[config.mk]
export PLATFORM = sky130hd
export DESIGN_NAME = fetch_align
export DESIGN_NICKNAME = d
export VERILOG_FILES = /design/src/rtl/fetch_align_pkg.sv /design/src/rtl/fetch_align_buf.sv /design/src/rtl/fetch_align.sv
export SDC_FILE = /design/constraint.sdc
export NUM_CORES = 1
export LEC_CHECK = 0
export ABC_AREA = 0
export CAP_MARGIN = 25
export CORE_MARGIN = 2
export CORE_UTILIZATION = 54
export CTS_CLUSTER_DIAMETER = 40
export DETAILED_ROUTE_END_ITERATION = 12
export MAX_ROUTING_LAYER = met4
export PLACE_DENSITY = 0.86
export SLEW_MARGIN = 20
export SYNTH_ARGS = -nofsm -noshare
export SYNTH_HDL_FRONTEND = slang
export SYNTH_SLANG_ARGS = --single-unit
[constraint.sdc]
create_clock -name i_clock -period 7.4 [get_ports i_clock]
set_clock_uncertainty 0.15 [all_clocks]
set_input_delay 1.85 -clock i_clock [delete_from_list [all_inputs] [get_ports i_clock]]
set_output_delay 1.85 -clock i_clock [all_outputs]
set_load 0.005 [all_outputs]
[src/rtl/fetch_align_pkg.sv]
// Shared types and constants for the instruction fetch aligner.
package fetch_align_pkg;

  localparam int HW_W = 16;

  typedef enum logic [1:0] {RUN, WAIT, DRAIN} fetch_state_type;

  typedef struct packed {
    logic        fetch_req_ready;
    logic        fetch_rsp_valid;
    logic [31:0] fetch_rsp_data;
    logic        flush;
    logic [31:0] flush_pc;
    logic        instr_ready;
  } fetch_align_in_type;

  typedef struct packed {
    logic        fetch_req_valid;
    logic [31:0] fetch_req_addr;
    logic        instr_valid;
    logic [31:0] instr_data;
    logic [31:0] instr_pc;
    logic        instr_compressed;
  } fetch_align_out_type;

  // A halfword whose low two bits are 2'b11 opens a 32-bit instruction.
  function automatic logic is_full(input logic [HW_W-1:0] hw);
    return hw[1:0] == 2'b11;
  endfunction

endpackage

[src/rtl/fetch_align_buf.sv]
// Three-slot halfword queue: shift out 0/1/2 slots, then append 0/1/2 at the tail.
module fetch_align_buf
  import fetch_align_pkg::*;
(
  input  logic              i_clock,
  input  logic              i_reset,
  input  logic              i_clear,
  input  logic [1:0]        i_shift,
  input  logic [1:0]        i_app_n,
  input  logic [2*HW_W-1:0] i_app_data,
  output logic [HW_W-1:0]   o_slot0,
  output logic [HW_W-1:0]   o_slot1,
  output logic [1:0]        o_hcount
);

  logic [2:0][HW_W-1:0] r_buf, w_buf;
  logic [1:0]           r_hcount, w_hcount, w_base;

  always_comb begin
    unique case (i_shift)
      2'd1:    w_buf = {{HW_W{1'b0}}, r_buf[2], r_buf[1]};
      2'd2:    w_buf = {{(2*HW_W){1'b0}}, r_buf[2]};
      default: w_buf = r_buf;
    endcase
    // Issue only happens at hcount <= 1, so the tail never runs past slot 2.
    w_base = r_hcount - i_shift;
    if (i_app_n != 2'd0) w_buf[w_base] = i_app_data[HW_W-1:0];
    if (i_app_n == 2'd2) w_buf[w_base + 2'd1] = i_app_data[2*HW_W-1:HW_W];
    w_hcount = w_base + i_app_n;
  end

  always_ff @(posedge i_clock) begin
    if (i_reset) begin
      r_buf    <= '0;
      r_hcount <= '0;
    end else if (i_clear) begin
      r_buf    <= '0;
      r_hcount <= '0;
    end else begin
      r_buf    <= w_buf;
      r_hcount <= w_hcount;
    end
  end

  assign o_slot0  = r_buf[0];
  assign o_slot1  = r_buf[1];
  assign o_hcount = r_hcount;

endmodule

[src/rtl/fetch_align.sv]
// Fetch aligner: word fetches in, one 16/32-bit instruction per handshake out.
module fetch_align
  import fetch_align_pkg::*;
#(
  parameter logic [31:0] RESET_PC = 32'h0
) (
  input  logic        i_clock,
  input  logic        i_reset,
  output logic        o_fetch_req_valid,
  output logic [31:0] o_fetch_req_addr,
  input  logic        i_fetch_req_ready,
  input  logic        i_fetch_rsp_valid,
  input  logic [31:0] i_fetch_rsp_data,
  input  logic        i_flush,
  input  logic [31:0] i_flush_pc,
  output logic        o_instr_valid,
  input  logic        i_instr_ready,
  output logic [31:0] o_instr_data,
  output logic [31:0] o_instr_pc,
  output logic        o_instr_compressed
);

  fetch_align_in_type  w_in;
  fetch_align_out_type w_out;

  fetch_state_type r_state, w_state;
  logic [31:0]     r_pc, w_pc, r_faddr, w_faddr;
  logic            r_skip_low, w_skip_low;

  logic [HW_W-1:0] w_slot0, w_slot1;
  logic [1:0]      w_hcount, w_shift, w_app_n;
  logic [31:0]     w_app_data;
  logic            w_full, w_accept, w_consume, w_resp;

  assign w_in = '{fetch_req_ready: i_fetch_req_ready, fetch_rsp_valid: i_fetch_rsp_valid,
                  fetch_rsp_data: i_fetch_rsp_data, flush: i_flush, flush_pc: i_flush_pc,
                  instr_ready: i_instr_ready};

  assign w_full = is_full(w_slot0);

  always_comb begin
    w_out.instr_valid      = (w_hcount >= 2'd2) || (w_hcount == 2'd1 && !w_full);
    w_out.instr_compressed = w_out.instr_valid && !w_full;
    w_out.instr_data       = '0;
    if (w_out.instr_valid)
      w_out.instr_data = w_full ? {w_slot1, w_slot0} : {{HW_W{1'b0}}, w_slot0};
    w_out.instr_pc         = r_pc;
    w_out.fetch_req_valid  = (r_state == RUN) && (w_hcount <= 2'd1) && !w_in.flush && !i_reset;
    w_out.fetch_req_addr   = r_faddr;
  end

  assign w_accept   = w_out.fetch_req_valid && w_in.fetch_req_ready;
  assign w_consume  = w_out.instr_valid && w_in.instr_ready && !w_in.flush;
  assign w_resp     = (r_state == WAIT) && w_in.fetch_rsp_valid && !w_in.flush;
  assign w_shift    = w_consume ? (w_full ? 2'd2 : 2'd1) : 2'd0;
  assign w_app_n    = w_resp ? (r_skip_low ? 2'd1 : 2'd2) : 2'd0;
  assign w_app_data = r_skip_low ? {{HW_W{1'b0}}, w_in.fetch_rsp_data[31:16]} : w_in.fetch_rsp_data;

  fetch_align_buf u_buf (
    .i_clock    (i_clock),
    .i_reset    (i_reset),
    .i_clear    (w_in.flush),
    .i_shift    (w_shift),
    .i_app_n    (w_app_n),
    .i_app_data (w_app_data),
    .o_slot0    (w_slot0),
    .o_slot1    (w_slot1),
    .o_hcount   (w_hcount)
  );

  always_comb begin
    w_state    = r_state;
    w_pc       = r_pc;
    w_faddr    = r_faddr;
    w_skip_low = r_skip_low;
    if (w_in.flush) begin
      // A response landing in the flush cycle retires the outstanding request.
      w_state    = (r_state != RUN && !w_in.fetch_rsp_valid) ? DRAIN : RUN;
      w_pc       = w_in.flush_pc;
      w_faddr    = {w_in.flush_pc[31:2], 2'b00};
      w_skip_low = w_in.flush_pc[1];
    end else begin
      w_pc = r_pc + {29'd0, w_shift, 1'b0};
      unique case (r_state)
        RUN:   if (w_accept) begin
                 w_state = WAIT;
                 w_faddr = r_faddr + 32'd4;
               end
        WAIT:  if (w_in.fetch_rsp_valid) begin
                 w_state    = RUN;
                 w_skip_low = 1'b0;
               end
        DRAIN: if (w_in.fetch_rsp_valid) w_state = RUN;
        default: w_state = RUN;
      endcase
    end
  end

  always_ff @(posedge i_clock) begin
    if (i_reset) begin
      r_state    <= RUN;
      r_pc       <= RESET_PC;
      r_faddr    <= {RESET_PC[31:2], 2'b00};
      r_skip_low <= RESET_PC[1];
    end else begin
      r_state    <= w_state;
      r_pc       <= w_pc;
      r_faddr    <= w_faddr;
      r_skip_low <= w_skip_low;
    end
  end

  assign o_fetch_req_valid  = w_out.fetch_req_valid;
  assign o_fetch_req_addr   = w_out.fetch_req_addr;
  assign o_instr_valid      = w_out.instr_valid;
  assign o_instr_data       = w_out.instr_data;
  assign o_instr_pc         = w_out.instr_pc;
  assign o_instr_compressed = w_out.instr_compressed;

endmodule
* After elaboration in Yosys (flattened, before gate mapping)
Cells that the tools add are included.
** Cells by class
- $add $sub $neg :: 5
- Magnitude comparators :: 6
- Equal/unequal tests :: 9
- Multiplexer cells :: 28
- Reductions and logical operators :: 31
** Operator list (number)
- 2-to-1 mux 32 bit :: 7
- bitwise mux 48 bit :: 2
- 2-to-1 mux 48 bit :: 2
- one-hot mux 48 bit (2 select lines) :: 1
- demux 16 bit (select 2 bit) :: 2
- adder 32 x 3 -> 32 bit :: 1
- adder 32 x 3 -> 32 bit (second input constant) :: 1
- 2-to-1 mux 16 bit :: 2
- 2-to-1 mux 2 bit :: 8
- logical AND 1 bit :: 13
- nonzero test 2 bit :: 6
- equality test 2 bit (second input constant) :: 4
- AND reduction 2 bit :: 4
- equality test 2 x 1 -> 1 bit (second input constant) :: 3
- less-than comparator 2 x 3 -> 1 bit (second input constant) :: 2
- >= comparator 2 x 1 -> 1 bit (second input constant) :: 2
- zero test 1 bit :: 4
- one-hot mux 2 bit (2 select lines) :: 1
- OR reduction 2 bit :: 2
- 2-to-1 mux 1 bit :: 3
- inequality test 3 x 1 -> 1 bit (second input constant) :: 1
- inequality test 3 bit (second input constant) :: 1
- adder 2 x 1 -> 2 bit (second input constant) :: 1
- adder 2 bit :: 1
- other kinds (5) :: 5
** Storage, ports and cells
- Register bits :: 117
- Bits of input ports :: 70
- Logic and storage cells :: 88

* Logic depth before layout (Yosys ltp)
Gate-level depths: netlist of run 1.
- Depth in word-level cells :: 16
- Depth in mapped cells :: 12

* Modules after synthesis
A second synthesis of run 1 with hierarchy kept.
** Second synthesis, totals
- Cells, all modules :: 869
- Area total of the unflattened synthesis :: 7373.3 µm²
** Modules (own cells, without submodules)
- fetch_align :: times used 1, cells each 484, area an instance 4017.6 µm²
- fetch_align_buf :: times used 1, cells each 385, area an instance 3355.7 µm²

* Worst setup path after synthesis of run 1
OpenSTA, ideal clock, no wires.
- Path kind :: input -> register
- From :: input i_flush
- To :: register r_pc[31], in the netlist o_instr_pc[31]
- Setup time :: 131 ps
- Data arrival time :: 4391 ps
- Setup slack :: 2728 ps
- Stages on the path :: 12
- Path buffers :: 3
- Path through :: buf_2 nand2b_1 nor3b_2 clkbuf_1 ha_1 fa_1 and4_1 clkbuf_1 nand2_1 nor4_1 xnor2_1 a21oi_1
** On the way
- Word-level cells in the longest chain between the ends :: 5
** Ends and longest elaborated chain
- start: declaration :: RTL line fetch_align.sv:14 : input logic i_flush,
- zero test 1 bit :: RTL line fetch_align.sv:53 : assign w_consume = w_out.instr_valid && w_in.instr_ready && !w_in.flush;
- logical AND 1 bit :: RTL line fetch_align.sv:53
- 2-to-1 mux 2 bit :: RTL line fetch_align.sv:55 : assign w_shift = w_consume ? (w_full ? 2'd2 : 2'd1) : 2'd0;
- adder 32 x 3 -> 32 bit :: RTL line fetch_align.sv:83 : w_pc = r_pc + {29'd0, w_shift, 1'b0};
- 2-to-1 mux 32 bit * :: RTL line fetch_align.sv:76 : if (w_in.flush) begin
- end signal: assignment :: RTL line fetch_align.sv:107 : r_pc <= w_pc;
- end: declaration :: RTL line fetch_align.sv:27 : logic [31:0] r_pc, w_pc, r_faddr, w_faddr;
Mark *: on every way between the ends. The rest lies on a longest branch, timed or not.
A chain may end at the register's enable or synchronous reset.

* Final worst setup path of run 1
- From :: input i_flush
- To :: output o_fetch_req_valid
** On the way
- Word-level cells in the longest chain between the ends :: 3
** Ends and longest elaborated chain
- zero test 1 bit :: RTL line fetch_align.sv:48 : w_out.fetch_req_valid = (r_state == RUN) && (w_hcount <= 2'd1) && !w_in.flush && !i_reset;
- logical AND 1 bit (2 in a row) :: RTL line fetch_align.sv:48
- end: declaration :: RTL line fetch_align.sv:9 : output logic o_fetch_req_valid,
Every way passes these cells.

==> impl_metrics.toml, run 1 <==
[min_path]
hold_depth = 2
hp-class = "reg -> reg"
hold_start = "u_buf.r_buf[36]$_SDFF_PP0_"

[yosys]
ys.flop_type = "dfxtp_1"
ys_warn_count = 0
synthXorXnorAreaFrac = 0.0529
syn_area_um2 = 6630
ys_seq_area_frac = 0.347
synth_edf_count = 0
ys_types = 60
muxShareOfSynthArea = 0.0336
ys_seq_elements = 115
synth_top_family_by_area = "compound AO/OA/AOI/OAI gates"
synth-compound-area-share = 0.260
synth-simple-area-share = 0.234
async_flop_share = 0
synthAdderAreaFrac = 0.0162
avgSynthCellArea_um2 = 8.39
syn_inst = 790

[worst_setup_path]
critPathLaunch = "i_flush"
r2r_start = "u_buf.o_hcount[1]$_SDFF_PP0_"
startpoint_type = "primary input"
cp.arrival_ns = 2.98
cp.required_ns = 5.40
crit_type = "in -> out"
critical_path.max_fanout = 5
end_kind = "output pin"
reg2reg_depth = 8

[global_routing]
grt_pass1_wl_um = 33400
antenna_found_initial = 0
grt_use_total = 0.330
grt_max_degree = 67
grt_pass1_vias = 6535
grt_use_met2 = 0.535
grt.busiest_layer = "met2"
grt_overflow = 0
use_met3 = 0.0643
use_met1 = 0.406

[placed_design]
place_area_um2 = 8300
post-place-ws_ns = 1.99
hpwl_um = 14200
port_buffers = 166
gp_congestion = 0.996

[sta]
post-route-min-period_ns = 4.98
fin_ws_ns = 2.42
rsz0062_at_grt = "false"
relSlewSlack = 0.357
setup_viol = 0
fmax_mhz = 201
worst_pin_slew_ns = 0.962
drv_slew = 0
hold_viol_final = 0
fin_tns_setup_ns = 0
period_share = 0.673

[floorplanning]
rows = 40
io_pins = 169
start_util = 0.552
die_w_um = 115
fp.coreArea_um2 = 12000
die_area_um2 = 13200
die_height_um = 115

[clock_tree]
clk_latency_ns = 0.43
root_buffer = "clkbuf_16"
clockBufferDepth = 2
cts.sinks = 115
cts_tree = "yes"
cts_buffers = 17
clk_pin_slew_ns = 0.06
ctsHtreeMaxLevel = 4
post_cts_buffers = 0
cts_hold_buf = 0
cts_resized = 0

[detailed_routing]
via_count = 6978
routed_via_density = 6.40
drt-total-wl_um = 21200
drt-wirelength-per-cell_um = 19.4
first_iter_violations = 950
dr.pass1.iters = 5
route.detailed.drc = 0
ant_nets = 0

[finish]
drive_above_1_share = 0.0667
num-nets-final = 1009
area_growth_syn_to_layout_pct = 34.8
antenna_cells = 0
stdcell_area_um2 = 8940

[flow_run]
maxCapViolCount = 0

[pwr]
ir_worst_vdd_v = 0.000199
powerDensity_nw_per_um2 = 191
p_leak_nw = 3.16

[run_status]
status = "finished clean"
==> power breakdown <==
group / total (W) / internal, W / switching [W]
Clock: 0.000846 / 0.000546 / 0.000299
Sequential: 0.000677 / 0.000643 / 0.0000341
Combinational: 0.000188 / 0.000107 / 0.0000810
==> cells in the mapped netlist, types with 18 or more instances <==
master / count / area, um^2
a21boi_0: 19 / 143
a21oi_1: 36 / 180
a31oi_1: 26 / 163
a32o_1: 32 / 320
and2_1: 24 / 150
clkbuf_1: 37 / 139
dfxtp_1: 115 / 2300
inv_1: 29 / 109
mux2i_1: 20 / 200
nand2_1: 91 / 342
nand2b_1: 18 / 113
nand3_1: 18 / 90.1
nand4_1: 21 / 131
nor2_1: 34 / 128
nor2b_1: 19 / 119
o21ai_0: 22 / 110
xnor2_1: 30 / 263
==> final cells by class <==
cell class | count | area, um^2
clock buffer | 20 | 457
clock inverter | 12 | 155
fill | 895 | 3070
inverter | 29 | 109
multi-input combinational | 589 | 3970
sequential | 115 | 2300
tap | 147 | 184
timing repair buffer | 179 | 1760
==> layout by cell type, fill, tap and decap left out, types with 11 or more instances in the layout <==
cell	count
nor3_1	12
nand3_1	18
and4_1	11
xnor2_1	30
nor4_1	13
nor2b_1	19
a32o_1	32
mux2i_1	20
a21oi_1	36
and2_1	24
a211o_1	17
nand2_1	91
nand2b_1	18
clkdlybuf4s50_1	164
nand4_1	21
a22o_1	16
a21boi_0	19
o21ai_0	22
nor2_1	33
a221o_1	16
clkbuf_16	17
a31oi_1	26
dfxtp_1	115
inv_1	28
==> through the flow <==
stage,cells,hold WS (ns),total power (W),utilization
detailed placement,1056,0.336,0.000874,0.691
finish,1091,0.346,0.00171,0.744
floorplan,791,0.303,0.000761,-
global route,1091,0.364,0.00176,0.744
CTS,1088,0.343,0.00171,0.742
global placement,1055,0.318,0.000870,0.690
==> worst paths after layout <==
| check | endpoint | slack, ns |
|---|---|---|
| setup reg to reg | o_instr_pc[26]$_SDFF_PP0_ | 3.91 |
| hold / removal | u_buf.r_buf[36]$_SDFF_PP0_ | 0.35 |
| hold reg to reg | u_buf.r_buf[36]$_SDFF_PP0_ | 0.35 |
| setup / recovery | o_fetch_req_valid | 2.42 |
==> critical path, cell delays in order <==
cell             delay (ns)
buf_2                  0.14
nor4b_4                0.41
clkdlybuf4s50_1        0.58
==> per-layer routing <==
| layer | wire length (um) | share of wire | vias to the layer above |
|---|---|---|---|
| met2 | 10200 | 0.48 | 404 |
| met4 | 544 | 0.026 | 0 |
| met3 | 1840 | 0.087 | 49 |
| met5 | 0 | 0 | - |
| met1 | 8600 | 0.41 | 3308 |
| li1 | - | - | 3217 |
==> registers in the layout (all words and copies together) (netlist names) <==
| register | count |
|---|---|
| r_state | 2 |
| r_skip_low | 1 |
| u_buf.o_hcount | 2 |
| u_buf.o_slot1 | 16 |
| o_fetch_req_addr | 30 |
| u_buf.r_buf | 16 |
| o_instr_pc | 32 |
| u_buf.o_slot0 | 16 |
==> cell families after synthesis <==
group,after synthesis
and+or+nand+nor,291
other,1
muxes,22
DFF,115
AOI/OAI and AO/OA,226
buffers and inverters,87
adders and majority gates,8
xor gates and xnor gates,40
(Power assumes the default switching activity.)
==> run 2, diff against run 1 <==
CORE_UTILIZATION = 50   (was 54)
PLACE_DENSITY = 0.8   (was 0.86)
clock period = 5 ns   (was 7.4 ns; I/O delays follow)
==> run 2 against run 1 <==
- setup slack lost 1.2 ns
- total power grew 47%
- final area grew 1.6%
- sequential cell count is the same
- via count shrank 0.76%
==> impl_metrics.toml, run 2 (same netlist as run 1, synthesis figures left out) <==
[placed_design]
gp_congestion = 0.872
dp.cells = 1101
port_buffers = 166
hpwl_um = 14400

[detailed_routing]
drt-wirelength-per-cell_um = 18.5
route.detailed.drc = 0
via_count = 6925
ant_nets = 0
routed_via_density = 6.12
dr.pass1.iters = 6
first_iter_violations = 671
drt-total-wl_um = 20900

[finish]
postLayoutCoreUtil = 0.694
layout_commonest_cell = "clkdlybuf4s50_1"
final_cell_mix = "clkdlybuf4s50_1, dfxtp_1, nand2_1"
area_growth_syn_to_layout_pct = 37.1
largest_register_ffs = 32
drive_above_1_share = 0.0723
fill_cells = 1040
antenna_cells = 0
fin_cells = 1131
num-nets-final = 1023

[worst_setup_path]
cp.arrival_ns = 2.39
path_cells = "buf_2, nor4b_4, clkdlybuf4s50_1"
slowest_delay_ns = 0.58
startpoint_type = "primary input"
cp.buffers_inverters = 2
slowest_stage = "clkdlybuf4s50_1"
regToRegSetupSlack_ns = 2.19
cp.required_ns = 3.60
end_kind = "output pin"
critical_path.max_fanout = 5
crit_type = "in -> out"
crit_family = "buffers and inverters"

[pwr]
combPwrFrac = 0.111
powerDensity_nw_per_um2 = 277
ir_worst_vdd_v = 0.000226
switching_share = 0.230
pwr-share-clk = 0.491
p_leak_nw = 3.25
p_sw_w = 0.000579
fin_total_pwr_w = 0.00252
seqPwrFrac = 0.398
p_int_w = 0.00194

[clock_tree]
ctsHtreeMaxLevel = 4
cts_resized = 0
clk_latency_ns = 0.41
cts_tree = "yes"
root_buffer = "clkbuf_16"
clk_pin_slew_ns = 0.05
cts.sinks = 115
cts_buffers = 17
cts_hold_buf = 0
clockBufferDepth = 2
post_cts_buffers = 0

[sta]
setup_viol = 0
period_share = 0.757
post-route-min-period_ns = 3.79
fin_tns_setup_ns = 0
fmax_mhz = 264
worst_pin_slew_ns = 0.712
relSlewSlack = 0.521
hold_viol_final = 0
drv_slew = 0
rsz0062_at_grt = "false"

[global_routing]
grt_pass1_wl_um = 33300
grt.busiest_layer = "met2"
grt_pass1_vias = 6538
grt_overflow = 0
grt_max_degree = 54
grt_use_met2 = 0.482
use_met3 = 0.0647
antenna_found_initial = 0
use_met1 = 0.365
grt_use_total = 0.300

[floorplanning]
rows = 42
io_pins = 169
die_area_um2 = 14200
start_util = 0.507
fp.coreArea_um2 = 13100
die_height_um = 119
die_w_um = 119

[flow_run]
maxCapViolCount = 0

[min_path]
hp-class = "reg -> reg"

[run_status]
status = "finished clean"
run 2: changes by cell type in the layout (fill, tap and decap cells not counted), moves of 2 or more:
cell and change:
clkbuf_1 +2, clkbuf_8 +2, buf_12 +3, clkinvlp_4 -5
buf_4 +14
run 2: final timing paths:
kind,from,endpoint,depth (start not counted)
worst max-delay path,i_flush,o_fetch_req_valid,3
worst min-delay path,u_buf.r_buf[39]$_SDFF_PP0_,u_buf.r_buf[39]$_SDFF_PP0_,2
worst max register to register,u_buf.o_hcount[1]$_SDFF_PP0_,o_instr_pc[11]$_SDFF_PP0_,10
worst min register to register,u_buf.r_buf[39]$_SDFF_PP0_,u_buf.r_buf[39]$_SDFF_PP0_,2
run 2: worst min-delay path, stage by stage, from the launching register on:
cell     delay [ns]
dfxtp_1        0.32
nand2_1        0.06
a31oi_1        0.07
run 2: layout make-up:
class / count / area [um^2] / area share
Multi-Input combinational cell: 589 / 3970 / 0.437
Clock buffer: 24 / 492 / 0.0541
Tap cell: 176 / 220 / 0.0242
Clock inverter: 5 / 100 / 0.0110
Timing Repair Buffer: 193 / 1890 / 0.208
Inverter: 29 / 109 / 0.0120
Sequential cell: 115 / 2300 / 0.253
run 2: routing by layer:
layer  part of all wire  wire length, um
met4              0.028              595
met3              0.069             1430
met2               0.47             9920
met5                  0                0
met1               0.43             8950
run 2: through the flow:
stage,worst slack (ns),area [um^2],hold WS (ns)
4_1_cts,0.888,9080,0.340
5_1_grt,1.17,9080,0.378
6_report,1.21,9080,0.338
2_1_floorplan,0.928,6630,0.303
3_3_place_gp,1.07,8490,0.327
3_5_place_dp,1.00,8490,0.333
run 2: power by group through the flow:
stage | combinational (W) | sequential, W | clock [W]
2_1_floorplan | 0.000118 | 0.00101 | 0
6_report | 0.000280 | 0.00100 | 0.00124
3_3_place_gp | 0.000274 | 0.00102 | 0
5_1_grt | 0.000302 | 0.00101 | 0.00128
3_5_place_dp | 0.000277 | 0.00102 | 0
4_1_cts | 0.000279 | 0.000999 | 0.00124
